$ cat src/rtl/bin2bcd_seq_pkg.sv
// Shared display-path definitions: converter FSM encoding and default sizing.
// Latency: n/a (package only).
// Backpressure: n/a (package only).
package bin2bcd_seq_pkg;

    // Default sizing for a 16-bit CPU result/PC feeding five seg7 digits.
    localparam int BIN_W_DEF  = 16;
    localparam int DIGITS_DEF = 5;

    // Converter FSM encoding.
    typedef enum logic [1:0] {
        IDLE  = 2'd0,
        SHIFT = 2'd1,
        DONE  = 2'd2
    } conv_state_t;

endpackage

$ cat src/rtl/bin2bcd_seq_bcd_add3.sv
// Double-dabble nibble corrector: adds 3 to any BCD nibble >= 5 before the shift.
// Latency: purely combinational, zero cycles.
// Backpressure: none; output follows input.
// Ports: nib_in - scratch nibble before the shift; nib_out - corrected nibble (max 12, never carries).
module bcd_add3 (
    input  logic [3:0] nib_in,
    output logic [3:0] nib_out
);

    assign nib_out = (nib_in >= 4'd5) ? (nib_in + 4'd3) : nib_in;

endmodule

$ cat src/rtl/bin2bcd_seq.sv
// Sequential binary-to-BCD converter (shift-and-add-3), one bit per clock.
// Latency: done/bcd appear BIN_W cycles after the accepting edge; one conversion per BIN_W+2 cycles.
// Backpressure: start is only sampled in IDLE; requests while busy are dropped, not queued.
// Ports: clk, rst (async, active-high); start/bin request a conversion;
//        busy high from acceptance through the done cycle; done is a one-cycle pulse;
//        bcd holds packed digits (units in [3:0]) until the next conversion completes.
module bin2bcd_seq
    import bin2bcd_seq_pkg::*;
#(
    parameter int BIN_W  = BIN_W_DEF,
    parameter int DIGITS = DIGITS_DEF
) (
    input  logic                  clk,
    input  logic                  rst,
    input  logic                  start,
    input  logic [BIN_W-1:0]      bin,
    output logic                  busy,
    output logic                  done,
    output logic [4*DIGITS-1:0]   bcd
);

    localparam int CNT_W = (BIN_W > 1) ? $clog2(BIN_W) : 1;
    localparam int SCR_W = 4 * DIGITS;
    // ceil(BIN_W * log10(2)) in integer arithmetic.
    localparam int MIN_DIGITS = (BIN_W * 30103 + 99999) / 100000;

    generate
        if (DIGITS < MIN_DIGITS) begin : g_bad_digits
            $error("bin2bcd_seq: DIGITS too small for BIN_W");
        end
    endgenerate

    conv_state_t        state_q, state_d;
    logic [BIN_W-1:0]   shift_q, shift_d;
    logic [SCR_W-1:0]   scratch_q, scratch_d;
    logic [SCR_W-1:0]   corr;
    logic [CNT_W-1:0]   cnt_q, cnt_d;
    logic [SCR_W-1:0]   bcd_d;
    logic               busy_d, done_d;

    // One corrector per digit of the scratch register.
    genvar g;
    generate
        for (g = 0; g < DIGITS; g++) begin : g_add3
            bcd_add3 u_add3 (
                .nib_in  (scratch_q[4*g +: 4]),
                .nib_out (corr[4*g +: 4])
            );
        end
    endgenerate

    always_comb begin
        state_d   = state_q;
        shift_d   = shift_q;
        scratch_d = scratch_q;
        cnt_d     = cnt_q;
        bcd_d     = bcd;
        busy_d    = 1'b0;
        done_d    = 1'b0;
        case (state_q)
            IDLE: begin
                if (start) begin
                    shift_d   = bin;
                    scratch_d = '0;
                    cnt_d     = CNT_W'(BIN_W - 1);
                    busy_d    = 1'b1;
                    state_d   = SHIFT;
                end
            end
            SHIFT: begin
                // Correct first, then shift; the binary MSB feeds scratch bit 0.
                {scratch_d, shift_d} = {corr, shift_q} << 1;
                busy_d = 1'b1;
                if (cnt_q == '0) begin
                    bcd_d   = scratch_d;
                    done_d  = 1'b1;
                    state_d = DONE;
                end else begin
                    cnt_d = cnt_q - CNT_W'(1);
                end
            end
            DONE: begin
                state_d = IDLE;
            end
            default: begin
                state_d = IDLE;
            end
        endcase
    end

    always_ff @(posedge clk or posedge rst) begin
        if (rst) begin
            state_q   <= IDLE;
            shift_q   <= '0;
            scratch_q <= '0;
            cnt_q     <= '0;
            bcd       <= '0;
            busy      <= 1'b0;
            done      <= 1'b0;
        end else begin
            state_q   <= state_d;
            shift_q   <= shift_d;
            scratch_q <= scratch_d;
            cnt_q     <= cnt_d;
            bcd       <= bcd_d;
            busy      <= busy_d;
            done      <= done_d;
        end
    end

endmodule

$ cat config.mk
export PLATFORM = sky130hd
export DESIGN_NAME = bin2bcd_seq
export DESIGN_NICKNAME = d
export VERILOG_FILES = /design/src/rtl/bin2bcd_seq_pkg.sv /design/src/rtl/bin2bcd_seq_bcd_add3.sv /design/src/rtl/bin2bcd_seq.sv
export SDC_FILE = /design/constraint.sdc
export NUM_CORES = 1
export LEC_CHECK = 0
export ABC_AREA = 1
export CORE_AREA = 4 4 85 87
export CTS_BUF_LIST = sky130_fd_sc_hd__clkbuf_8
export DETAILED_ROUTE_END_ITERATION = 8
export DIE_AREA = 0 0 89 91
export GPL_ROUTABILITY_DRIVEN = 1
export PLACE_DENSITY = 0.71
export SLEW_MARGIN = 15
export SYNTH_ARGS = -nofsm -noshare
export SYNTH_HDL_FRONTEND = slang
export SYNTH_SLANG_ARGS = --single-unit
$ cat constraint.sdc
create_clock -name clk -period 2.02 [get_ports clk]
set_input_delay 0.404 -clock clk [delete_from_list [all_inputs] [get_ports clk]]
set_output_delay 0.404 -clock clk [all_outputs]
set_load 0.05 [all_outputs]
==> results of run 1 <==
per-layer routing:
layer	GRT usage, %	vias up
li1	-	1375
met1	23.16	1280
met2	29.21	62
met3	4.344	7
met4	6.576	0
met5	0	-
cell families (layout without fill, tap and decap cells):
group,count (synthesis),after routing
and+or+nand+nor,217,217
DFF,64,64
buffers and inverters,62,111
AOI/OAI and AO/OA,49,49
adders and majority gates,11,11
xor gates and xnor gates,1,1
where the power goes:
part / leakage [nW] / internal (W) / switching, W
sequential: 0.802 / 0.00185 / 0.000329
combinational: 1.08 / 0.00115 / 0.00224
clock: 0.120 / 0.000713 / 0.000470
final cells by class:
cell class / count / share of cell area (%)
Multi-Input combinational cell: 278 / 34.05
Clock buffer: 10 / 3.537
Clock inverter: 6 / 1.961
Timing Repair Buffer: 46 / 12.09
Sequential cell: 64 / 41.16
Inverter: 49 / 4.727
Tap cell: 77 / 2.476
Yosys cell counts (all sizes together):
master,number
nand2,159
dfrtp,64
inv,49
nand3,43
o21ai,43
buf,13
ha,11
nand4,10
nor2,5
a21boi,4
o22ai,2
xnor2,1
registers in the layout, indices dropped and copies added, names as in the netlist:
signal / cells
bcd: 20
scratch_q: 20
shift_q: 16
cnt_q: 4
state_q: 2
busy: 1
done: 1
per-stage QoR:
stage / hold slack [ns] / setup slack [ns] / cell area (sq um) / total power (W)
2_1_floorplan: 0.4491 / 0.01790 / 3183 / 0.004701
3_3_place_gp: 0.4606 / 0.4642 / 3677 / 0.005503
3_5_place_dp: 0.4617 / 0.4394 / 3677 / 0.005591
4_1_cts: 0.4638 / 0.09702 / 3891 / 0.006828
5_1_grt: 0.4911 / 0.05168 / 3891 / 0.007396
6_report: 0.4525 / 0.1319 / 3891 / 0.006757
worst paths after layout:
check,startpoint,end,depth (start not counted)
setup / recovery,bcd[8],bcd[8],1
hold / removal,rst,bcd[19],3
setup reg to reg,cnt_q[0],bcd[16],7
hold reg to reg,bcd[19],bcd[19],2
max in group asynchronous,rst,scratch_q[9],3
min in group clk,bcd[19],bcd[19],2
==> reports/metrics.yaml, run 1 <==
outcome: "finished clean"
synth_fp_nets: 434
dp_hpwl_microns: 4286
powerDensity_mw_per_mm2: 1736
dp.cells: 514
ys_seq_area_share_pct: 50.31
fin_crit_sh_pct: 93.47
synth_xor_area_share_pct: 0.2752
relSlewSlack_pct: 66.25
crit_chain: "clkdlybuf4s50_1"
instances_no_fill: 530
yosys-mux-area-fraction_pct: 0
cp_max_fo: 2
tightest_slew_ns: 0.5047
clkLatencyLatePin_ns: 0.33
start_util_pct: 50.13
grtUsageTotal_pct: 17.98
ys_warn_count: 0
vias: 2724
syn_to_final_growth_pct: 22.25
final_common_cell: "nand2_1"
route.detailed.drc: 0
fin_util_pct: 61.28
maxCapViolations: 0
netlist_instances: 404
ant_nets: 0
finalSetupViolations: 0
synth_top_area_share_pct: 50.31
cts_buffers: 9
drive_gt1_share_pct: 6.181
hold_class: "input pin to async pin"
synth_top_area_cell: "dfrtp_1"
hold_viol: 0
synth_top_family_by_area: "simple AND/OR/NAND/NOR gates"
pin_count: 41
critical-path-max-stage-delay_ns: 0.80
required_ns: 1.62
startpoint_type: "register"
fill_cells: 576
top_layer: "met4"
die_x_microns: 89
io_buffers: 40
worst_ir_drop_vdd_v: 0.0008902
wl_per_cell_microns: 12.19
clock_sinks: 64
cts_resized: 0
cts_tree: "yes"
gp_congestion: 0.8467
overflow: 0
finalClockSkew_ns: 0.005639
cts_max_level: 3
r2r_slack_ns: 0.49
tns_ns: 0
synth.distinct_cells: 19
antenna_cells: 0
synthSimpleGateAreaFrac_pct: 28.46
met1_length_microns: 2962
clk_path_buf_depth: 2
synthTopCellsByArea: "dfrtp_1, nand2_1, nand3_1, inv_1, ha_1"
fin_crit_ns: 1.888
vias_per_cell: 5.140
syn_area_per_cell_sq_um: 7.879
arrival_ns: 1.48
syn_area_sq_mm: 0.003183
crit_buf_inv: 1
crit_path_end_kind: "primary output"
synthAdderAreaFrac_pct: 4.324
rows: 29
slew_viol_final: 0
die-area_sq_mm: 0.008099
grt_max_degree: 65
clk_pin_slew_ns: 0.07
drt-total-wl_microns: 6463
crit_slowest_cell: "clkdlybuf4s50_1"
layout_common_cells: "nand2_1, dfrtp_1, inv_1"
critPathTopFamily: "buffers and inverters"
criticalPathCategory: "register to primary output"
rsz0062_at_grt: "false"
first_iter_violations: 205
core_sq_mm: 0.006350
cts_setup_buffers: 0
grt_pass1_wl_microns: 11700
root_buffer: "clkbuf_8"
leakage_nw: 2.001
grt_pass1_vias: 2665
dr_wl_met3_microns: 292
antenna_found_initial: 0
hold_buffers: 0
regArea_sq_mm: 0.001602
final_nets: 478
drtPass1Iterations: 4
synth_compound_area_share_pct: 8.569
wl_met2_microns: 3123
synth-seq-cells: 64
multi_input_area_sq_mm: 0.001325
fmax_mhz: 529.6
die_h_microns: 91
(Power assumes the default switching activity.)
==> run 2: changes to the inputs <==
--- a/config.mk
+++ b/config.mk
@@ -6,11 +6,13 @@
 export NUM_CORES = 1
 export LEC_CHECK = 0
 export ABC_AREA = 1
+export CAP_MARGIN = 20
 export CORE_AREA = 4 4 85 87
 export CTS_BUF_LIST = sky130_fd_sc_hd__clkbuf_8
 export DETAILED_ROUTE_END_ITERATION = 8
 export DIE_AREA = 0 0 89 91
 export GPL_ROUTABILITY_DRIVEN = 1
+export HOLD_SLACK_MARGIN = 0.05
 export PLACE_DENSITY = 0.71
 export SLEW_MARGIN = 15
 export SYNTH_ARGS = -nofsm -noshare
==> results of run 2 <==
Final layout, timing and power as in run 1 (identical DEF).
